## config.mk

```make
export PLATFORM = sky130hd
export DESIGN_NAME = conv1_relu_pool
export DESIGN_NICKNAME = d
export VERILOG_FILES = /design/src/rtl/conv1_relu_pool.sv
export SDC_FILE = /design/constraint.sdc
export NUM_CORES = 1
export LEC_CHECK = 0
export BUFFER_PORTS_ARGS = -buffer_cell sky130_fd_sc_hd__buf_2
export CAP_MARGIN = 10
export CORE_ASPECT_RATIO = 1.25
export CORE_MARGIN = 1
export CORE_UTILIZATION = 55
export DETAILED_ROUTE_END_ITERATION = 7
export GPL_ROUTABILITY_DRIVEN = 0
export PLACE_DENSITY = 0.76
export SETUP_SLACK_MARGIN = 0.5
export SLEW_MARGIN = 30
export SYNTH_ARGS = -nofsm -noshare
export SYNTH_HDL_FRONTEND = slang
export SYNTH_SLANG_ARGS = --single-unit
```

## constraint.sdc

```tcl
create_clock -name clk -period 19.2 [get_ports clk]
set_input_delay 3.84 -clock clk [delete_from_list [all_inputs] [get_ports clk]]
set_output_delay 3.84 -clock clk [all_outputs]
set_load 0.02 [all_outputs]
```

## src/rtl/conv1_relu_pool.sv

```systemverilog
// conv1 post-processing: per-channel bias, arithmetic right shift, ReLU, 16-bit saturation, 2x2/stride-2 max-pool.
// Optional build macro CONV1_RQ_ROUND_EN: round-half-up before the shift instead of a pure floor shift.
module conv1_relu_pool #(
    parameter int COUT  = 4,
    parameter int H_OUT = 8,
    parameter int W_OUT = 8,
    parameter int ACC_W = 32,
    parameter int OUT_W = 16
) (
    input  logic                        clk,
    input  logic                        rst_n,
    input  logic                        start,
    input  logic [COUT-1:0][ACC_W-1:0]  bias_i,
    input  logic [4:0]                  shift_i,
    input  logic                        in_valid,
    output logic                        in_ready,
    input  logic [ACC_W-1:0]            in_data,
    output logic                        out_valid,
    input  logic                        out_ready,
    output logic [OUT_W-1:0]            out_data,
    output logic                        busy,
    output logic                        done
);

    localparam int CW = (COUT > 1) ? $clog2(COUT) : 1;
    localparam int HW = (H_OUT > 1) ? $clog2(H_OUT) : 1;
    localparam int WW = (W_OUT > 1) ? $clog2(W_OUT) : 1;
    localparam int LN = W_OUT / 2;
    localparam int LW = (LN > 1) ? $clog2(LN) : 1;
    localparam int SW = ACC_W + 2;

    localparam logic [CW-1:0]    C_LAST = CW'(COUT - 1);
    localparam logic [HW-1:0]    H_LAST = HW'(H_OUT - 1);
    localparam logic [WW-1:0]    W_LAST = WW'(W_OUT - 1);
    localparam logic [OUT_W-1:0] Q_MAX  = {1'b0, {(OUT_W-1){1'b1}}};

    typedef enum logic [1:0] {
        S_IDLE  = 2'd0,
        S_RUN   = 2'd1,
        S_FLUSH = 2'd2
    } state_t;

    state_t state_q, state_d;

    logic [COUT-1:0][ACC_W-1:0] bias_q;
    logic [4:0]                 shift_q;
    logic [CW-1:0]              c_cnt;
    logic [HW-1:0]              h_cnt;
    logic [WW-1:0]              w_cnt;
    logic [OUT_W-1:0]           colreg;
    logic [OUT_W-1:0]           lb [LN];

    logic                       in_fire, out_fire, last_elem, emit;
    logic [ACC_W-1:0]           bias_sel;
    logic signed [SW-1:0]       sum, sum_r, shifted;
    logic [OUT_W-1:0]           q, pair_max, lb_rd, pool_max;
    logic [LW-1:0]              lb_idx;

    // Handshakes: a transfer happens on a rising edge where valid && ready; valid never waits for ready,
    // and once out_valid is raised it holds with out_data stable until out_ready.
    assign in_ready  = (state_q == S_RUN) && (!out_valid || out_ready);
    assign busy      = (state_q != S_IDLE);
    assign in_fire   = in_valid && in_ready;
    assign out_fire  = out_valid && out_ready;
    assign last_elem = (c_cnt == C_LAST) && (h_cnt == H_LAST) && (w_cnt == W_LAST);
    assign emit      = in_fire && w_cnt[0] && h_cnt[0];
    assign lb_idx    = LW'(w_cnt >> 1);

    // Requantize the element being accepted; two guard bits keep bias and rounding sums exact.
    always_comb begin
        bias_sel = bias_q[c_cnt];
        sum      = $signed({{2{in_data[ACC_W-1]}}, in_data})
                 + $signed({{2{bias_sel[ACC_W-1]}}, bias_sel});
`ifdef CONV1_RQ_ROUND_EN
        sum_r    = (shift_q != 5'd0) ? (sum + (SW'(1) << (shift_q - 5'd1))) : sum;
`else
        sum_r    = sum;
`endif
        shifted  = sum_r >>> shift_q;
        q        = '0;
        if (shifted[SW-1]) begin
            q = '0;
        end else if (|shifted[SW-2:OUT_W-1]) begin
            q = Q_MAX;
        end else begin
            q = shifted[OUT_W-1:0];
        end
        pair_max = (colreg > q) ? colreg : q;
        lb_rd    = lb[lb_idx];
        pool_max = (lb_rd > pair_max) ? lb_rd : pair_max;
    end

    always_comb begin
        state_d = state_q;
        case (state_q)
            S_IDLE:  if (start)                state_d = S_RUN;
            S_RUN:   if (in_fire && last_elem) state_d = S_FLUSH;
            S_FLUSH: if (out_fire)             state_d = S_IDLE;
            default:                           state_d = S_IDLE;
        endcase
    end

    always_ff @(posedge clk or negedge rst_n) begin
        if (!rst_n) begin
            state_q <= S_IDLE;
            done    <= 1'b0;
        end else begin
            state_q <= state_d;
            done    <= (state_q == S_FLUSH) && out_fire;
        end
    end

    always_ff @(posedge clk or negedge rst_n) begin
        if (!rst_n) begin
            bias_q  <= '0;
            shift_q <= '0;
            c_cnt   <= '0;
            h_cnt   <= '0;
            w_cnt   <= '0;
        end else if (state_q == S_IDLE && start) begin
            bias_q  <= bias_i;
            shift_q <= shift_i;
            c_cnt   <= '0;
            h_cnt   <= '0;
            w_cnt   <= '0;
        end else if (in_fire) begin
            if (w_cnt == W_LAST) begin
                w_cnt <= '0;
                if (h_cnt == H_LAST) begin
                    h_cnt <= '0;
                    c_cnt <= (c_cnt == C_LAST) ? '0 : c_cnt + 1'b1;
                end else begin
                    h_cnt <= h_cnt + 1'b1;
                end
            end else begin
                w_cnt <= w_cnt + 1'b1;
            end
        end
    end

    // Even rows park column-pair maxima in lb; odd rows combine them into a pooled result.
    always_ff @(posedge clk or negedge rst_n) begin
        if (!rst_n) begin
            colreg    <= '0;
            out_data  <= '0;
            out_valid <= 1'b0;
            for (int i = 0; i < LN; i++) begin
                lb[i] <= '0;
            end
        end else begin
            if (in_fire) begin
                if (!w_cnt[0]) begin
                    colreg <= q;
                end else if (!h_cnt[0]) begin
                    lb[lb_idx] <= pair_max;
                end else begin
                    out_data <= pool_max;
                end
            end
            if (emit) begin
                out_valid <= 1'b1;
            end else if (out_fire) begin
                out_valid <= 1'b0;
            end
        end
    end

endmodule

```

---- Word-level counts from Yosys, hierarchy flattened ----
Cells that the tools add are included.
storage, ports and cells
  input bits .............................. 170
  output and inout bits ................... 20
  bits in registers ....................... 241
  logic and storage cells ................. 94
operators by class
  equality and inequality tests ........... 8
  bitwise logic cells ..................... 3
  mux-type cells .......................... 30
  shifts and indexed selects .............. 1
  $lt $le $gt $ge ......................... 5
  add/subtract/negate cells ............... 4
  reductions and logical operators ........ 26
operator list
  kind                 count
  $mux 16              7
  $bmux 32 s2          1
  $bwmux 64            1
  $sshr 33x5->34       1
  $add 32x32->33       1
  $bmux 16 s2          1
  $demux 16 s2         1
  $gt 16x16->1         2
  $mux 32              1
  $mux 3               7
  $reduce_or 18->1     1
  $mux 2               8
  $reduce_and 3->1     4
  $logic_and 1x1->1    11
  $reduce_bool 2->1    5
  $add 3x1->3 const B  2
  $eq 3x3->1 const B   2
  $pmux 2 s3           1
  $eq 2x2->1 const B   2
  $ne 2x2->1 const B   2
  $reduce_and 2->1     2
  $ge 3x3->1 const B   1
  $lt 2x3->1 const B   1
  $lt 3x1->1 const B   1
  other kinds (9)      11

---- Logic depth before layout (Yosys ltp) ----
Gate-level depths: netlist (run 1).
  depth in word-level cells ............... 11
  depth in mapped cells ................... 50
  depth with buffers taken out ............ 43

---- Least setup slack after synthesis (run 1) ----
Ideal clock, no wire load.
  path kind ............................... input -> register
  from .................................... input port in_data[0]
  to ...................................... register out_data[13]
  path slack .............................. 7040 ps
  library setup time ...................... 124 ps
  cell stages on the path ................. 43
  arrival ................................. 12036 ps
  required time ........................... 19076 ps
  path through ............................ ha_1 -> fa_1 -> a211oi_1 -> o21ai_1 -> a32o_1 -> nor3_1 -> or4_1 -> nand4_1 -> o21ai_2 -> a32oi_1 -> a2111oi_4 -> inv_2 -> o21bai_2 -> buf_2 -> nand2_1 -> nand2_1 -> ha_1 -> nor2b_1 -> (+7 left out) -> nand2b_1 -> nor2_1 -> a211oi_2 -> nand2_1 -> inv_1 -> ha_1 -> a21o_1 -> a21oi_1 -> nor2b_1 -> o21ai_0 -> nand2b_1 -> a21oi_1 -> nor2b_1 -> o21ai_0 -> a32o_1 -> clkbuf_1 -> nand2_1 -> o31a_1
between the ends
  word-level cells in the longest chain between the ends .. 9
ends and longest elaborated chain
  what                  RTL line  RTL
  from (decl)           17        input logic [ACC_W-1:0] in_data,
  $add 32x32->33 *      73        + $signed({{2{bias_sel[ACC_W-1]}}, bias_sel});
  $sshr 33x5->34 *      79        shifted = sum_r >>> shift_q;
  $reduce_or 18->1      83        end else if (|shifted[SW-2:OUT_W-1]) begin
  $mux 16               83
  $mux 16 *             81        if (shifted[SW-1]) begin
  $gt 16x16->1          88        pair_max = (colreg > q) ? colreg : q;
  $mux 16 *             88
  $gt 16x16->1          90        pool_max = (lb_rd > pair_max) ? lb_rd : pair_max;
  $mux 16 *             90
  to (signal assigned)  157       out_data <= pool_max;
  to (decl)             20        output logic [OUT_W-1:0] out_data,
Every way passes the cells marked *; elsewhere a longest branch is shown, timed or not.
A chain may end at the register's enable or synchronous reset.

---- Worst setup path in the final report (run 1) ----
  from .................................... input port in_data[13]
  to ...................................... register out_data[11]
Same word-level chain as after synthesis.

==> results of run 1 <==
-- flip-flops by register name, summed over array words and instances (netlist names) --
| name | cells |
|---|---|
| bias_q | 128 |
| c_cnt | 2 |
| colreg | 16 |
| done | 1 |
| h_cnt | 3 |
| lb | 64 |
| out_data | 16 |
| out_valid | 1 |
| shift_q | 5 |
| state_q | 2 |
| w_cnt | 3 |
-- routing by layer --
metal,share of wire [%],global-route usage (%),vias up
met5,0.10,0,-
met4,5.8,17.5,6
met3,7.4,6.70,183
met2,50,54.3,596
met1,37,34.7,6467
li1,-,-,6177
-- kinds of logic (layout without fill, tap and decap cells) --
| family | count (synthesis) | count (layout) | share of synthesized area [%] |
|---|---|---|---|
| xor gates and xnor gates | 27 | 27 | 1.49 |
| adders and majority gates | 70 | 70 | 5.56 |
| AOI/OAI and AO/OA | 434 | 434 | 18.2 |
| muxes | 218 | 218 | 19.5 |
| DFF | 241 | 241 | 37.9 |
| other | 1 | 2 | 0.0236 |
| buffers and inverters | 141 | 281 | 3.62 |
| and+or+nand+nor | 449 | 449 | 13.7 |
-- path summary, 6_finish.rpt --
check                                startpoint                        to  cells after the start
setup / recovery                    in_data[13]  out_data[11]$_DFFE_PN0P_                     42
hold / removal                lb[2]$_DFFE_PN0P_         lb[2]$_DFFE_PN0P_                      2
setup reg to reg           c_cnt[0]$_DFFE_PN0P_  out_data[11]$_DFFE_PN0P_                     43
hold reg to reg               lb[2]$_DFFE_PN0P_         lb[2]$_DFFE_PN0P_                      2
max in group asynchronous                 rst_n      c_cnt[0]$_DFFE_PN0P_                      3
min in group asynchronous                 rst_n        lb[21]$_DFFE_PN0P_                      1
-- final cells by class --
class,instances,area [sq um],area share [%]
diodes,1,2.50,0.0140
clock buffers,38,734,4.12
clock inverters,8,85.1,0.477
inverters,26,97.6,0.547
multi-input cells,1199,9330,52.3
flip-flops and latches,241,6030,33.8
well taps,355,444,2.49
repair buffers,209,1110,6.24
-- layout by cell type (no fill, tap or decap), types with 14 or more instances in the layout --
cell type / n
sky130_fd_sc_hd__buf_2: 188
sky130_fd_sc_hd__a21o_1: 14
sky130_fd_sc_hd__a21oi_1: 116
sky130_fd_sc_hd__o21a_1: 16
sky130_fd_sc_hd__and3_1: 14
sky130_fd_sc_hd__o211ai_1: 25
sky130_fd_sc_hd__nand4_1: 21
sky130_fd_sc_hd__clkbuf_16: 25
sky130_fd_sc_hd__ha_1: 69
sky130_fd_sc_hd__a31oi_1: 39
sky130_fd_sc_hd__dfrtp_1: 240
sky130_fd_sc_hd__xnor2_1: 18
sky130_fd_sc_hd__mux2_2: 148
sky130_fd_sc_hd__inv_1: 24
sky130_fd_sc_hd__nand3_1: 39
sky130_fd_sc_hd__nor3_1: 29
sky130_fd_sc_hd__nor2_1: 123
sky130_fd_sc_hd__nand2_1: 132
sky130_fd_sc_hd__or3_1: 17
sky130_fd_sc_hd__a211oi_1: 18
sky130_fd_sc_hd__o21ai_0: 96
sky130_fd_sc_hd__mux4_2: 58
sky130_fd_sc_hd__buf_4: 18
-- worst max-delay path: cells and delay by family --
kind | cells | cell delay [ns]
compound gates | 20 | 5.34
simple gates | 17 | 4.36
fa+ha+maj | 3 | 1.06
buf+inv | 2 | 0.15
-- per-stage QoR --
stage / hold WS, ns / instance area, sq um / worst slack, ns / instances
2_1_floorplan: 0.445 / 15900 / 7.04 / 1581
3_3_place_gp: 0.459 / 17000 / 4.79 / 2030
3_5_place_dp: 0.467 / 17000 / 4.71 / 2030
4_1_cts: 0.481 / 17800 / 5.22 / 2076
5_1_grt: 0.507 / 17800 / 4.03 / 2076
6_report: 0.476 / 17800 / 4.86 / 2077
==> impl_results.md, run 1 <==
* Most common flop cell mapped by yosys: sky130_fd_sc_hd__dfrtp_1
* Req. time, crit path at 19.65 ns
* All-layer global routing usage at 30.9%
* Unrepaired setup endpoints after global routing: false
* Main area contributors after synthesis: sky130_fd_sc_hd__dfrtp_1 (38%), sky130_fd_sc_hd__mux2_2 (10%), sky130_fd_sc_hd__mux4_2 (8.2%), sky130_fd_sc_hd__ha_1 (5.4%), sky130_fd_sc_hd__a21oi_1 (3.7%)
* TritonCTS Sinks at 241
* Cell type of the slowest stage on the worst timing path: sky130_fd_sc_hd__o21ai_2
* Mean cell area of the mapped netlist at 10.1 sq um
* Number of antenna violations at the first check in global routing at 3
* Cell taking the most area after synthesis: sky130_fd_sc_hd__dfrtp_1
* Async set-reset flop share out of synthesis at 100%
* Count of endpoints failing setup in the final report at 0
* Source-to-sink clock delay at the later pin of the worst-skew pair at 0.56 ns
* Longest individual stage delay on the worst path at 0.75 ns
* Type of the most critical hold path: flop to flop
* CP arrival at 14.79 ns
* Gate count after technology mapping at 1581
* Standard-cell row count at 69
* Share of the clock period used by the worst path at 74.7%
* CTS root buffer: sky130_fd_sc_hd__clkbuf_16
* Die outline height at 192 microns
* # hold bufs at CTS at 0
* Per-cell routed wire length at 21.6 microns
* Initial DRC Count at 1320
* Worst Setup Start Kind: input port
* Distinct cells, synth at 97
* Routed WL at 44800 microns
* Yosys warning count at 0
* Leftover overflow at the end of global routing at 0
* Synthesized flop and latch total at 241
* Total of buffers placed on input and output ports at 189
* Worst reg-to-reg setup slack at 6.68 ns
* Largest net degree at the start of global routing at 110
* Clock-pin transition on the worst setup and hold timing paths at 0.06 ns
* Fraction of layout instances using a drive strength above 1 at 28.9%
* H-tree levels at 1
* Effective utilization at floorplan at 56.0%
* Post-synthesis net count at 1821
* Count of final hold-check violations at 0
* Status: finished, final reports clean
* Number of remaining DRC errors at 0
* Sum of net half-perimeters after detailed placement at 32700 microns
* Number of instances resized during post-cts repair at 0
* Actual slew at the worst max-slew pin at 0.940 ns
* CTS Buf Count at 25
* Worst-case clock skew at 0.0171 ns
* Achievable frequency at 69.7 MHz
* Standard cell core area at 28400 sq um
* Number of ports placed on the die boundary at 190
* Critical path endpoint category: flop
* Most used standard cell by instance count after synthesis: sky130_fd_sc_hd__dfrtp_1
* CTS tree: yes
* Setup bufs post-CTS at 0
* Via density at 6.47
* Number of nets with antenna violations after routing at 0
* Setup TNS at 0 ns
* Synth top area share at 37.9%
* Final layout net count at 1942
* Via count at 13400
* Final critical path time including I/O delays and setup at 14.34 ns
* Fill count at 2288
* Total standard cell area after synthesis at 15900 sq um
* Number of synthesized flops with an enable pin at 0
* Crit Path Class: input port to flop
* Die X at 154 microns
* Total count of max-transition violations in the final report at 0
* Detailed Routing Iterations Pass 1 at 6
* Highest fanout seen on the critical path at 28
* Worst slew margin relative to its limit at 37.3%
* Final design utilization at 62.8%
* Top cells by instance count after synthesis: sky130_fd_sc_hd__dfrtp_1 (241), sky130_fd_sc_hd__mux2_2 (148), sky130_fd_sc_hd__nand2_1 (132), sky130_fd_sc_hd__nor2_1 (124), sky130_fd_sc_hd__a21oi_1 (116)
* Number of max-cap violations at 0
* Buffer levels on the longest clock path at 3
* Post-synthesis sequential area ratio at 37.9%
* Wire length of the first global-routing pass at 72000 microns
* Die Footprint at 29600 sq um
* Vias in the first global route at 13800
* Area growth syn-to-layout at 12.2%
Power of run 1 is left out: the tool's default activity adds up to more than one toggle a clock period on the data nets, which glitch-free logic cannot reach.
==> inputs of run 2 (changes only) <==
- ABC_AREA: unset -> 1
- clock period: 19.2 -> 13.4 ns (I/O delays scaled with it)
==> impl_results.md, run 2 <==
* Status: finished, final reports clean
* Critical path endpoint category: flop
* Number of synthesized flops with an enable pin at 0 (unchanged)
* Detailed Routing Iterations Pass 1 at 6 (unchanged)
* Register-to-Register Path Depth at 49 (+14%)
* Worst r2r src: c_cnt[0]$_DFFE_PN0P_
* Top cells by instance count after synthesis: sky130_fd_sc_hd__nand2_1 (1090), sky130_fd_sc_hd__dfrtp_1 (241), sky130_fd_sc_hd__inv_1 (205), sky130_fd_sc_hd__nand3_1 (169), sky130_fd_sc_hd__nor2_1 (151)
* Most common library cell in the layout ignoring fill and taps: sky130_fd_sc_hd__nand2_1
* Switching Share at 52.9%
* Type of the most critical hold path: flop to flop
* # hold bufs at CTS at 0 (unchanged)
* Post-place instance area at 17100 sq um (+0.44%)
* Standard-cell row count at 69 (unchanged)
* Die X at 154 microns (+0.25%)
* Longest individual stage delay on the worst path at 0.86 ns (+0.11 ns)
* Last element of the critical path: out_data[15]$_DFFE_PN0P_
* Worst slew margin relative to its limit at 35.5% (-1.8 points)
* Biggest register: bias_q
* CTS Buf Count at 26 (+4.0%)
* Wire length of the first global-routing pass at 76500 microns (+6.4%)
* Clock-pin transition on the worst setup and hold timing paths at 0.06 ns (about the same)
* Final critical path time including I/O delays and setup at 10.73 ns
* Largest net degree at the start of global routing at 103 (-6.4%)
* Area of all placed cells without fillers at 18000 sq um (+0.76%)
* Most common flop cell mapped by yosys: sky130_fd_sc_hd__dfrtp_1
* Die outline height at 193 microns (+0.25%)
* Most used standard cell by instance count after synthesis: sky130_fd_sc_hd__nand2_1
* Buffer levels on the longest clock path at 3 (unchanged)
* H-tree levels at 1 (unchanged)
* Leftover overflow at the end of global routing at 0 (unchanged)
* Proportion of power drawn by the clock network at 13.6%
* Post-synthesis sequential area ratio at 37.8% (-0.19 points)
* Count of endpoints failing setup in the final report at 0 (unchanged)
* Achievable frequency at 93.2 MHz
* Fraction of layout instances using a drive strength above 1 at 11.8% (-17 points)
* Crit Path Class: flop to flop
* Final layout net count at 2784 (+43%)
* IR Drop Worst-Case VDD at 0.181 mV
* Number of ports placed on the die boundary at 190 (unchanged)
* Sequential share of power at 22.2%
* Via density at 5.49 (-15%)
* Cell type of the slowest stage on the worst timing path: sky130_fd_sc_hd__dfrtp_4
* TritonCTS Sinks at 241 (unchanged)
* Most used cell along the critical path: sky130_fd_sc_hd__nand2_1
* Total of buffers placed on input and output ports at 189 (unchanged)
* Mean cell area of the mapped netlist at 6.61 sq um (-34%)
* Share of the clock period used by the worst path at 80.1%
* Total standard cell area after synthesis at 16000 sq um (+0.50%)
* Area growth syn-to-layout at 12.5%
* Largest registers: bias_q x128, lb x64
* Async set-reset flop share out of synthesis at 100% (unchanged)
* Total power divided by cell area at 305 nW/um^2
* CTS tree: yes
* Number of nets with antenna violations after routing at 0 (unchanged)
* CP arrival at 11.13 ns (-3.66 ns)
* Switching component of the power at 2.90 mW
* Routed WL at 47500 microns (+6.1%)
* Standard cell core area at 28500 sq um (+0.30%)
* Main area contributors after synthesis: sky130_fd_sc_hd__dfrtp_1 (38%), sky130_fd_sc_hd__nand2_1 (26%), sky130_fd_sc_hd__ha_1 (5.4%), sky130_fd_sc_hd__nand3_1 (5.3%), sky130_fd_sc_hd__inv_1 (4.8%)
* Vias in the first global route at 15300 (+11%)
* Effective utilization at floorplan at 56.1% (+0.11 points)
* Number of remaining DRC errors at 0 (unchanged)
* Synthesized flop and latch total at 241 (unchanged)
* Number of max-cap violations at 0 (unchanged)
* Initial DRC Count at 1202 (-8.9%)
* Post-synthesis net count at 2658 (+46%)
* Unrepaired setup endpoints after global routing: false
* Total count of max-transition violations in the final report at 0 (unchanged)
* Worst reg-to-reg setup slack at 2.67 ns (-4.01 ns)
* Lkg Pwr at 10.2 nW
* Commonest cells after routing, fill and taps aside: sky130_fd_sc_hd__nand2_1 (1089), sky130_fd_sc_hd__dfrtp_1 (240), sky130_fd_sc_hd__inv_1 (203)
* Number of instances resized during post-cts repair at 0 (unchanged)
* All-layer global routing usage at 32.5% (+1.6 points)
* Count of final hold-check violations at 0 (unchanged)
* Max FFs per register at 128 (unchanged)
* Worst Setup Start Kind: flop
* Gate count after technology mapping at 2418 (+53%)
* Distinct cells, synth at 43 (-56%)
* Req. time, crit path at 13.80 ns (-5.85 ns)
* Number of antenna violations at the first check in global routing at 7 (+4)
* Synth top area share at 37.8% (-0.19 points)
* R2r endpoint: out_data[15]$_DFFE_PN0P_
* Die Footprint at 29700 sq um (+0.50%)
* CTS root buffer: sky130_fd_sc_hd__clkbuf_16
* Comb power frac at 64.2%
* Cell internal power dissipation at 2.58 mW
* Cell taking the most area after synthesis: sky130_fd_sc_hd__dfrtp_1
* Setup bufs post-CTS at 0 (unchanged)
* Source-to-sink clock delay at the later pin of the worst-skew pair at 0.56 ns (about the same)
* Setup TNS at 0 ns (unchanged)
* Actual slew at the worst max-slew pin at 0.962 ns (+0.0216 ns)
* Worst-case clock skew at 0.0139 ns (-0.00326 ns)
* Sum of net half-perimeters after detailed placement at 35200 microns (+7.7%)
* Yosys warning count at 0 (unchanged)
* Highest fanout seen on the critical path at 67 (+140%)
* Via count at 16000 (+19%)
* Per-cell routed wire length at 16.3 microns (-25%)
* CP Launch Point: c_cnt[0]$_DFFE_PN0P_
==> run 2: changes by cell type in the layout (fill, tap and decap cells not counted), sizes merged, moves of 37 or more <==
| cell | previous run | this run |
|---|---|---|
| nand2 | 132 | 1105 |
| inv | 26 | 207 |
| nand3 | 40 | 195 |
| mux2 | 148 | 0 |
| mux4 | 58 | 0 |
| a21oi | 117 | 60 |
| o21ai | 109 | 146 |
==> run 2: final cells by class <==
cell class / count / area (sq um)
clock inverters: 8 / 106
well taps: 355 / 444
multi-input cells: 1860 / 8740
flip-flops and latches: 241 / 6030
inverters: 213 / 802
repair buffers: 202 / 1060
fillers: 2663 / 10500
clock buffers: 38 / 786
diodes: 2 / 5.00
==> run 2: cell families after synthesis <==
logic type | count (synthesis) | synth area share (%)
buffers and inverters | 317 | 7.65
AOI/OAI and AO/OA | 292 | 10.3
and+or+nand+nor | 1479 | 37.8
xor gates and xnor gates | 15 | 0.823
other | 1 | 0.0235
muxes | 3 | 0.188
adders and majority gates | 70 | 5.53
DFF | 241 | 37.8
==> run 2: power by group through the flow <==
stage               clock (mW)  sequential [mW]  combinational, mW
finish                   0.746             1.22               3.52
global route             0.785             1.25               3.98
CTS                      0.757             1.21               3.47
detailed placement           0             1.22               3.45
global placement             0             1.21               3.36
floorplan                    0             1.15               2.64
==> run 2: through the flow <==
stage	instances	setup slack, ns	total power, mW	util (%)	hold slack (ns)
after detailed placement	2871	2.31	4.67	59.9	0.460
after CTS	2917	2.87	5.44	63.1	0.477
after global routing	2917	1.66	6.01	63.1	0.493
final	2919	2.67	5.48	63.1	0.475
after floorplan	2418	5.00	3.79	-	0.444
after global placement	2871	2.78	4.57	59.9	0.457
==> run 2: how the worst min path moves through the flow <==
stage,start,endpoint,slack [ns],cells past startpoint
finish,bias_q[67]$_DFFE_PN0P_,bias_q[67]$_DFFE_PN0P_,0.48,2
global route,bias_q[90]$_DFFE_PN0P_,bias_q[90]$_DFFE_PN0P_,0.49,2
CTS,bias_q[91]$_DFFE_PN0P_,bias_q[91]$_DFFE_PN0P_,0.48,2
detailed placement,bias_q[91]$_DFFE_PN0P_,bias_q[91]$_DFFE_PN0P_,0.46,2
global placement,bias_q[67]$_DFFE_PN0P_,bias_q[67]$_DFFE_PN0P_,0.46,2
floorplan,bias_q[64]$_DFFE_PN0P_,bias_q[64]$_DFFE_PN0P_,0.44,2
==> run 2: routing by layer <==
layer | vias to the layer above | share of wire, % | GRT usage (%)
met2 | 589 | 48 | 55.9
li1 | 7952 | - | -
met1 | 7337 | 39 | 38.3
met3 | 142 | 6.3 | 5.14
met4 | 8 | 6.1 | 19.3
met5 | - | 0.12 | 0
==> run 2: critical path, delay by kind of cell, from the launching register on <==
family	cells	cell delay, ns
adders and majority gates	3	0.88
DFF	1	0.86
and+or+nand+nor	26	4.00
AOI/OAI and AO/OA	13	2.11
buffers and inverters	7	2.69
No activity file was read; power rests on OpenSTA's default activity.
